$ cat src/rtl/mux_scan_sequencer.sv
// Scans a 4:1 mux through channels 0..3, samples its output after a settle time on
// each channel and offers the packed 4-bit frame on a valid/ready port.
// Optional build macro MUX_SCAN_PARITY_EN adds a registered even-parity output frame_parity.

module mux_scan_sequencer #(
    parameter int SETTLE_CYC = 2,
    parameter int CNT_W      = 8
) (
    input  logic       clk,
    input  logic       rst,
    input  logic       start,
    input  logic       continuous,
    output logic [1:0] sel,
    input  logic       mux_y,
    output logic [3:0] frame,
    output logic       frame_valid,
    input  logic       frame_ready,
    output logic       busy,
`ifdef MUX_SCAN_PARITY_EN
    output logic       frame_parity,
`endif
    output logic [1:0] state_dbg
);

    // Handshake: a frame transfers on any rising edge where frame_valid && frame_ready.
    // Once raised, frame_valid stays high and frame stays stable until that transfer.

    typedef enum logic [1:0] {
        IDLE   = 2'd0,
        SETTLE = 2'd1,
        SAMPLE = 2'd2,
        HOLD   = 2'd3
    } state_t;

    localparam logic [CNT_W-1:0] RELOAD = CNT_W'(SETTLE_CYC - 1);

    state_t           state;
    logic [1:0]       ch;
    logic [CNT_W-1:0] cnt;
    logic [2:0]       samp_buf;

    // The channel register directly drives the mux select, so sel only moves
    // when ch is loaded.
    assign sel       = ch;
    assign state_dbg = state;

    always_ff @(posedge clk) begin
        if (rst) begin
            state       <= IDLE;
            ch          <= 2'd0;
            cnt         <= '0;
            samp_buf    <= 3'd0;
            frame       <= 4'd0;
            frame_valid <= 1'b0;
            busy        <= 1'b0;
`ifdef MUX_SCAN_PARITY_EN
            frame_parity <= 1'b0;
`endif
        end else begin
            case (state)
                IDLE: begin
                    if (start) begin
                        state <= SETTLE;
                        ch    <= 2'd0;
                        cnt   <= RELOAD;
                        busy  <= 1'b1;
                    end
                end

                SETTLE: begin
                    if (cnt == '0) begin
                        state <= SAMPLE;
                    end else begin
                        cnt <= cnt - 1'b1;
                    end
                end

                SAMPLE: begin
                    if (ch != 2'd3) begin
                        samp_buf[ch] <= mux_y;
                        ch           <= ch + 2'd1;
                        cnt          <= RELOAD;
                        state        <= SETTLE;
                    end else begin
                        // Last channel goes straight into the frame, not via samp_buf.
                        frame       <= {mux_y, samp_buf};
                        frame_valid <= 1'b1;
                        state       <= HOLD;
`ifdef MUX_SCAN_PARITY_EN
                        frame_parity <= ^{mux_y, samp_buf};
`endif
                    end
                end

                HOLD: begin
                    if (frame_ready) begin
                        frame_valid <= 1'b0;
                        ch          <= 2'd0;
                        if (continuous) begin
                            cnt   <= RELOAD;
                            state <= SETTLE;
                        end else begin
                            busy  <= 1'b0;
                            state <= IDLE;
                        end
                    end
                end

                default: begin
                    state <= IDLE;
                    busy  <= 1'b0;
                end
            endcase
        end
    end

endmodule

$ cat config.mk
export PLATFORM = sky130hd
export DESIGN_NAME = mux_scan_sequencer
export DESIGN_NICKNAME = d
export VERILOG_FILES = /design/src/rtl/mux_scan_sequencer.sv
export SDC_FILE = /design/constraint.sdc
export NUM_CORES = 1
export LEC_CHECK = 0
export CORE_ASPECT_RATIO = 0.8
export CORE_MARGIN = 2
export CORE_UTILIZATION = 35
export CTS_CLUSTER_SIZE = 25
export DETAILED_ROUTE_END_ITERATION = 7
export PLACE_DENSITY = 0.55
export SETUP_SLACK_MARGIN = 0.2
export SLEW_MARGIN = 20
export SYNTH_ARGS = -nofsm -noshare
export SYNTH_HDL_FRONTEND = slang
export SYNTH_SLANG_ARGS = --single-unit
$ cat constraint.sdc
create_clock -name clk -period 4.7 [get_ports clk]
set_input_delay 0.94 -clock clk [delete_from_list [all_inputs] [get_ports clk]]
set_output_delay 0.94 -clock clk [all_outputs]
set_load 0.05 [all_outputs]
==> run metrics, run 1 <==
Filler Cells Inserted 313; Leak around 0.00050 µW; clk sink count 21; post_cts resized 0; I/O Buffers 15; post-synthesis mux area share 0.0455; CP required 4.89 ns; Max H-tree Level 1; max-cap viol count 0; Initial Util 0.362; final hold vios 0; layout overhead on the synthesized area 19.7%; CP arrival around 2.9 ns; post-detailed-routing wire length 2110 µm; placed standard-cell area 1270 µm²; Avg Cell Area, Syn 8.60 µm²; skew final about 0.002 ns; critical path fanouts, max 6; CP peak stage delay 0.57 ns; worst r2r path cells 5; Hold Buf Count CTS 0; final slew viol count 0; Setup violations, final 0; setup slack after layout between 1.5 and 2 ns; largest net degree at the start of global routing 20; Peak VDD IR 187 µV; Sequential Power Share 0.354; Detail Route Antenna Nets 0; Setup Total Neg Slack 0 ns; sw power about 330 µW; Worst setup EP type flop; async set-or-reset flop fraction in the synthesized netlist 0; TritonRoute pass-1 iters 4; n_diodes 0; Layout Cells excl Fill 182; Post-Place Cells 178; switching share of power 0.415; fin crit period 2.72 ns; RSZ-0062 raised after global routing no; Core Region 3040 µm²; Pint around 470 µW; PwrDens 607 nW/µm²; worst hold path endpoint samp_buf[2]$_SDFFE_PP0P_; WHS Path Cells 2; number of flops mapped to enable cells by yosys 0; Hold Crit Class flop to flop; design area 1320 µm²; Final Wtd Congestion 0.836; adder-cell share of the synthesized area 0.0682; commonest non-fill, non-tap cell in the layout dfxtp_1; Worst Max-Slew Pin Slew around 0.78 ns; vias per cell 4.99; crit path from frame_ready; Die Wd 66.7 µm; cells after synthesis between 100 and 150; Final period util 0.579; Gate power share 0.500; crit start category primary input; share of cells above drive strength 1 0.0845; clk_lat worst skew 0.26 ns; num rows 18; Synth Area in XOR/XNOR 0.0159; post-synthesis simple-gate area fraction 0.277; worst slack, placed about 1.7 ns; Die ar. approximately 3600 µm²; register bit count reported by yosys 21; crit path kind primary input to flop; I/O pins 16; most frequent cells in the layout 21 x dfxtp_1, 15 x clkdlybuf4s50_1, 14 x nand2_1, 14 x a21oi_1, 13 x nor2_1; mapped cell area 1100 µm²; main combinational cell family by area after synthesis simple AND/OR/NAND/NOR gates; number of synthesis warnings 0; initial DRC count 47; status finished clean; root buf cell clkbuf_8; Top FF cell, synth dfxtp_1; antenna violations before repair 0; Overflow after GRT 0; vias post-DR 909; CTS tree built; final net count 155; hold path start samp_buf[2]$_SDFFE_PP0P_; first-pass GRT wire length 3630 µm; critical path cell sequence clkdlybuf4s50_1 > nand2_1 > a311o_1 > or3_4 > or4_1 > a21boi_1; Clock Tree Buf Depth 2; syn nets 140; wire per inst approximately 12 µm; post-DP HPWL 1580 µm; total track usage 0.133; Slew HR 0.473; Worst R2R Start state_dbg[1]$_SDFFE_PP0P_; Synth Area in Compound Gates 0.160; vias in the first global route 804; Die Y 54.2 µm; residual DRC count 0; Clk pin slew, worst setup/hold paths 0.08 ns; R2R Path End cnt[7]$_SDFFE_PP0P_; worst reg-to-reg setup slack 2.76 ns; Post-CTS Setup Bufs 0; CP max-delay cell clkdlybuf4s50_1; Yosys cell types 38; clock share of power 0.146; Pwr Total 800 µW; cts bufs inserted 3; post-synthesis sequential area ratio 0.382; Highest Clock Rate 367 MHz
-- how the worst max path moves through the flow --
stage                                endpoint  slack [ns]  cells past startpoint
after CTS                 cnt[7]$_SDFFE_PP0P_        1.98                      6
after global placement    cnt[7]$_SDFFE_PP0P_        1.76                      6
after global routing      cnt[7]$_SDFFE_PP0P_        1.90                      6
after detailed placement  cnt[7]$_SDFFE_PP0P_        1.71                      6
final                     cnt[7]$_SDFFE_PP0P_        1.98                      6
after floorplan           cnt[7]$_SDFFE_PP0P_        2.41                      5
-- flip-flops by register name, indices dropped and copies added, names as in the netlist --
signal       cells
cnt              8
samp_buf         3
sel              2
busy             1
frame            4
frame_valid      1
state_dbg        2
-- synthesized netlist by cell type, drive strengths merged, types with 3 or more instances --
cell type	count	area, µm²
a21oi	14	70.1
clkbuf	3	11.3
dfxtp	21	420
ha	6	75.1
inv	7	26.3
mux2i	5	50.1
nand2	14	52.6
nand3	3	15.0
nor2	13	48.8
nor3	5	25.0
or3	6	42.5
-- critical path: cells and delay by family --
family | cells | cell delay, ns
buffers and inverters | 1 | 0.57
AOI/OAI and AO/OA | 2 | 0.50
and+or+nand+nor | 3 | 0.90
-- per-stage QoR --
step | hold WS (ns) | util
2_1_floorplan | 0.433 | -
3_3_place_gp | 0.445 | 0.418
3_5_place_dp | 0.456 | 0.418
4_1_cts | 0.467 | 0.433
5_1_grt | 0.482 | 0.433
6_report | 0.460 | 0.433
-- power groups by stage --
stage	logic, µW	clock network [µW]	registers, µW
6_report	400	117	283
5_1_grt	455	132	295
4_1_cts	405	123	283
3_5_place_dp	403	0	287
3_3_place_gp	403	0	286
2_1_floorplan	307	0	300
-- metal layers --
metal  vias to the layer above  part of all wire  GRT usage
li1                        481                 -          -
met1                       414              0.54      0.191
met2                        14              0.41      0.200
met3                         0             0.048     0.0418
met4                         0                 0     0.0204
met5                         -                 0          0
-- final cells by class --
type | count | area [µm²] | share of cell area
clock buffer | 3 | 41.3 | 0.0313
clock inverter | 1 | 5.00 | 0.00380
inverter | 7 | 26.3 | 0.0199
multi-input combinational | 95 | 624 | 0.474
sequential | 21 | 420 | 0.319
tap | 40 | 50.0 | 0.0380
timing repair buffer | 15 | 150 | 0.114
-- logic make-up (layout without fill, tap and decap cells) --
group / Yosys count / after routing
AO/OA/AOI/OAI: 27 / 27
XOR/XNOR: 2 / 2
adder cells (fa/ha/maj): 6 / 6
buffers and inverters: 12 / 26
flip-flops: 21 / 21
multiplexers: 5 / 5
AND/OR/NAND/NOR: 55 / 55
No activity file was read; power rests on OpenSTA's default activity.
==> inputs of run 2 (changes only) <==
- clock period: 4.7 -> 2.6 ns (I/O delays scaled with it)
==> run metrics, run 2 (synthesis results as in run 1) <==
Leak 0.000505 µW (was 0.000498 µW); Gate power share 0.506 (was 0.500); Final Wtd Congestion 0.862 (was 0.836); crit start category flop (was primary input); num rows 18 (unchanged); wire per inst 12.4 µm (was 11.6 µm); residual DRC count 0 (unchanged); layout overhead on the synthesized area 20.9% (was 19.7%); root buf cell clkbuf_8 (unchanged); CP Depth 1 (was 6); I/O Buffers 15 (unchanged); crit path buf inv count 1 (unchanged); area occupied by multi-input gates 624 µm² (unchanged); Highest Clock Rate 440 MHz; critical path's top delay family buffers and inverters (was simple AND/OR/NAND/NOR gates); register area 420 µm² (unchanged); post_cts resized 0 (unchanged); commonest non-fill, non-tap cell in the layout dfxtp_1 (unchanged); first-pass GRT wire length 3720 µm (was 3630 µm); largest net degree at the start of global routing 16 (was 20); Max H-tree Level 1 (unchanged); share of cells above drive strength 1 0.0903 (was 0.0845); initial DRC count 46 (was 47); Clk pin slew, worst setup/hold paths 0.08 ns (about the same); crit path kind flop to output pin (was primary input to flop); Worst Max-Slew Pin Slew 0.800 ns (was 0.785 ns); max-cap viol count 0 (unchanged); hold_ws 0.461 ns (was 0.460 ns); WHS Path Cells 2 (unchanged); CTS tree built (unchanged); Detail Route Antenna Nets 0 (unchanged); worst r2r path cells 5 (unchanged); max reg flops 8 (unchanged); Die ar. 3610 µm² (unchanged); Filler Cells Inserted 309 (was 313); switching share of power 0.422 (was 0.415); Hold Buf Count CTS 0 (unchanged); Clock Tree Buf Depth 2 (unchanged); clock share of power 0.147 (was 0.146); cts bufs inserted 3 (unchanged); Setup violations, final 0 (unchanged); final slew viol count 0 (unchanged); skew final 0.0111 ns (was 0.00199 ns); sw power 622 µW (was 332 µW); RSZ-0062 raised after global routing no (unchanged); Worst setup EP type output pin (was flop); Peak VDD IR 455 µV (was 187 µV); TritonRoute pass-1 iters 4 (unchanged); critical path fanouts, max 15 (was 6); Final period util 0.874; Top Registers cnt x8, frame x4, samp_buf x3 (unchanged); CP max-delay cell clkdlybuf4s50_1 (unchanged); Die Wd 66.7 µm (unchanged); Die Y 54.2 µm (unchanged); vias post-DR 944 (was 909); n_diodes 0 (unchanged); Sequential Power Share 0.347 (was 0.354); post-DP HPWL 1670 µm (was 1580 µm); CP required 2.08 ns (was 4.89 ns); CP peak stage delay 0.89 ns (was 0.57 ns); Slew HR 0.462 (was 0.473); PwrDens 1110 nW/µm² (was 607 nW/µm²); Overflow after GRT 0 (unchanged); Core Region 3040 µm² (unchanged); Initial Util 0.362 (unchanged); final hold vios 0 (unchanged); critical path cell sequence clkdlybuf4s50_1 (was clkdlybuf4s50_1 > nand2_1 > a311o_1 > or3_4 > or4_1 > a21boi_1); Hold Crit Class flop to flop (unchanged); Setup Total Neg Slack 0 ns (unchanged); final net count 157 (was 155); fin crit period around 2.3 ns; Pwr Total 1470 µW (was 800 µW); I/O pins 16 (unchanged); clk sink count 21 (unchanged); Top reg by flops cnt (unchanged); Pint 852 µW (was 468 µW); Post-CTS Setup Bufs 0 (unchanged); clk_lat worst skew 0.26 ns (about the same); status finished clean (unchanged); vias in the first global route 797 (was 804); most frequent cells in the layout 21 x dfxtp_1, 15 x clkdlybuf4s50_1, 14 x nand2_1, 14 x a21oi_1, 13 x nor2_1 (unchanged); vias per cell 5.13 (was 4.99); CP arrival 1.75 ns (was 2.91 ns); total track usage 0.138 (was 0.133); post-detailed-routing wire length 2270 µm (was 2110 µm); antenna violations before repair 0 (unchanged)
[run 2: path summary, 6_finish.rpt]
kind                            slack, ns                       end                       from
worst max register to register       0.66       cnt[7]$_SDFFE_PP0P_  state_dbg[1]$_SDFFE_PP0P_
worst min-delay path                 0.46  samp_buf[1]$_SDFFE_PP0P_   samp_buf[1]$_SDFFE_PP0P_
worst min register to register       0.46  samp_buf[1]$_SDFFE_PP0P_   samp_buf[1]$_SDFFE_PP0P_
worst max-delay path                 0.33              state_dbg[0]  state_dbg[0]$_SDFFE_PP0P_
[run 2: layer usage]
| metal | GRT usage | part of all wire | up-vias |
|---|---|---|---|
| li1 | - | - | 488 |
| met1 | 0.198 | 0.52 | 420 |
| met2 | 0.193 | 0.40 | 32 |
| met3 | 0.0460 | 0.071 | 4 |
| met4 | 0.0408 | 0.0066 | 0 |
| met5 | 0 | 0 | - |
[run 2: power groups by stage]
| stage | registers, µW | clock network [µW] | logic, µW |
|---|---|---|---|
| after floorplan | 543 | 0 | 555 |
| after global placement | 517 | 0 | 733 |
| after detailed placement | 518 | 0 | 743 |
| after CTS | 510 | 225 | 747 |
| after global routing | 532 | 238 | 815 |
| final | 512 | 217 | 746 |
[run 2: per-stage QoR]
stage	worst slack, ns	cells	utilization	instance area [µm²]
global route	0.253	184	0.438	1330
CTS	0.325	184	0.438	1330
detailed placement	0.0740	180	0.423	1290
global placement	0.137	180	0.423	1290
floorplan	0.620	128	-	1100
finish	0.327	184	0.438	1330
[run 2: final cells by class]
| cell class | instances | area share |
|---|---|---|
| clock buffer | 4 | 0.0338 |
| inverter | 7 | 0.0197 |
| multi-input combinational | 95 | 0.469 |
| sequential | 21 | 0.316 |
| tap | 40 | 0.0376 |
| timing repair buffer | 17 | 0.124 |
==> edit: new RTL, config.mk and constraints of run 2 <==
Add a define of `MUX_SCAN_PARITY_EN`.
--- a/src/rtl/mux_scan_sequencer.sv
+++ b/src/rtl/mux_scan_sequencer.sv
@@ -1,6 +1,8 @@
 // Scans a 4:1 mux through channels 0..3, samples its output after a settle time on
 // each channel and offers the packed 4-bit frame on a valid/ready port.
 // Optional build macro MUX_SCAN_PARITY_EN adds a registered even-parity output frame_parity.
+
+`define MUX_SCAN_PARITY_EN
 
 module mux_scan_sequencer #(
     parameter int SETTLE_CYC = 2,
Formal check against the unedited RTL (old outputs only; new: frame_parity): equivalent (equiv_simple and equiv_induct, registers matched by name and starting in step).
==> edit against run 2 <==
Sequential cell count up 1; power down 27%; final area up 8.9%; worst setup slack worse by 32 ps; wire length up 17%; utilization down 0.52 points; synthesized area up 9.2%; final cell count up 12%; highest routed layer unchanged.
==> edit: results (changes against run 2) <==
| Metric | Value |
|---|---|
| DRT iter0 DRCs | `29 (-37%)` |
| Count leader, synth | `nand2_1` |
| CP top delay family | `buffers and inverters` |
| Antenna diodes | `0 (unchanged)` |
| Hold_sp | `frame[1]$_SDFFE_PP0P_` |
| First-pass GRT wire length | `4554 um (+22%)` |
| Initial antenna violation count | `0 (unchanged)` |
| GP Congestion | `0.8395 (-2.6%)` |
| Largest area contributor in the netlist | `dfxtp_1` |
| Post-DP HPWL | `1946 um (+16%)` |
| Worst vdd ir | `445.4 uV (-2.1%)` |
| Largest net degree at the start of global routing | `19 (+3)` |
| CTS HTree Levels | `1 (unchanged)` |
| Clock Path Buffers | `2 (unchanged)` |
| Nets | `177 (+13%)` |
| Vias in the first global route | `957 (+20%)` |
| Port Buffers | `16 (+1)` |
| Clock transition at path regs | `80 ps (about the same)` |
| Most frequent cells after synthesis | `24 x nand2_1, 22 x dfxtp_1, 13 x a21oi_1` |
| Clock skew | `2.023 ps (-9.123 ps)` |
| Synth area leaders | `dfxtp_1 37%, nand2_1 7.5%, ha_1 6.2%, a21oi_1 5.4%, a311oi_1 2.9%` |
| Yosys cell types | `41 (+7.9%)` |
| Top flop regs | `cnt: 8 flops, frame: 4 flops, samp_buf: 3 flops` |
| Status | `finished, final reports clean` |
| Resize count post-CTS | `0 (unchanged)` |
| Total CTS buffers | `3 (unchanged)` |
| Hold/Removal Path Class | `reg2reg` |
| Leak | `0.0005166 uW (+2.4%)` |
| Share of post-route cells with drive strength above 1 | `4.878% (-4.1 points)` |
| Slew HR | `54.70% (+8.5 points)` |
| Syn_nets | `161 (+15%)` |
| DR vias | `1,112 (+18%)` |
| Final wirelength | `2664 um (+17%)` |
| Seq/Total Area, Yosys | `36.63% (-1.6 points)` |
| Gr usage total | `14.52% (+0.75 points)` |
| Critical Path Fanout Max | `16 (+1)` |
| Clk_lat worst skew | `270 ps` |
| CP startpoint | `state_dbg[0]$_SDFFE_PP0P_` |
| Pre-antenna DRT Iters | `4 (unchanged)` |
[edit: final cells by class]
type                    count  area, sq um
fillers                   327         1902
multi-input cells         113        701.9
flip-flops and latches     22        440.4
repair buffers             17        170.2
clock buffers               4        55.05
well taps                  42        52.55
inverters                   8        30.03
[edit: where the power goes]
group / switching (uW) / internal [uW]
combinational: 230 / 160
sequential: 59.6 / 376
clock: 119 / 135
total: 408 / 671
[edit: path summary, 6_finish.rpt]
path	end	slack (ps)	cells after the start
min	frame[1]$_SDFFE_PP0P_	460	2
max reg2reg	cnt[1]$_SDFFE_PP0P_	500	4
min reg2reg	frame[1]$_SDFFE_PP0P_	460	2
max	state_dbg[0]	290	1
[edit: per-layer routing]
layer	routed length [um]	up-vias	global-route usage [%]
li1	-	572	-
met3	142	3	4.488
met4	24	0	4.202
met1	1361	510	20.16
met2	1135	27	21.70
met5	0	-	0
[edit: per-stage QoR]
step           std cells  total power [uW]  worst slack (ps)  util (%)  cell area, sq um
3_3_place_gp         202             827.8             343.6     41.55              1393
4_1_cts              206              1089             239.2     43.19              1448
3_5_place_dp         202             828.6             304.0     41.55              1393
6_report             206              1080             294.7     43.26              1450
2_1_floorplan        149             728.4             397.5         -              1202
5_1_grt              206              1163             206.0     43.26              1450
[edit: cells by family (layout without fill, tap and decap cells)]
kind of cell	after synthesis	after routing	synth area share, %
fa+ha+maj	6	6	6.243
mux	1	1	0.8325
flops	22	22	36.63
compound gates	42	42	23.31
simple gates	61	61	25.81
buf+inv	14	29	4.995
xor+xnor	3	3	2.186
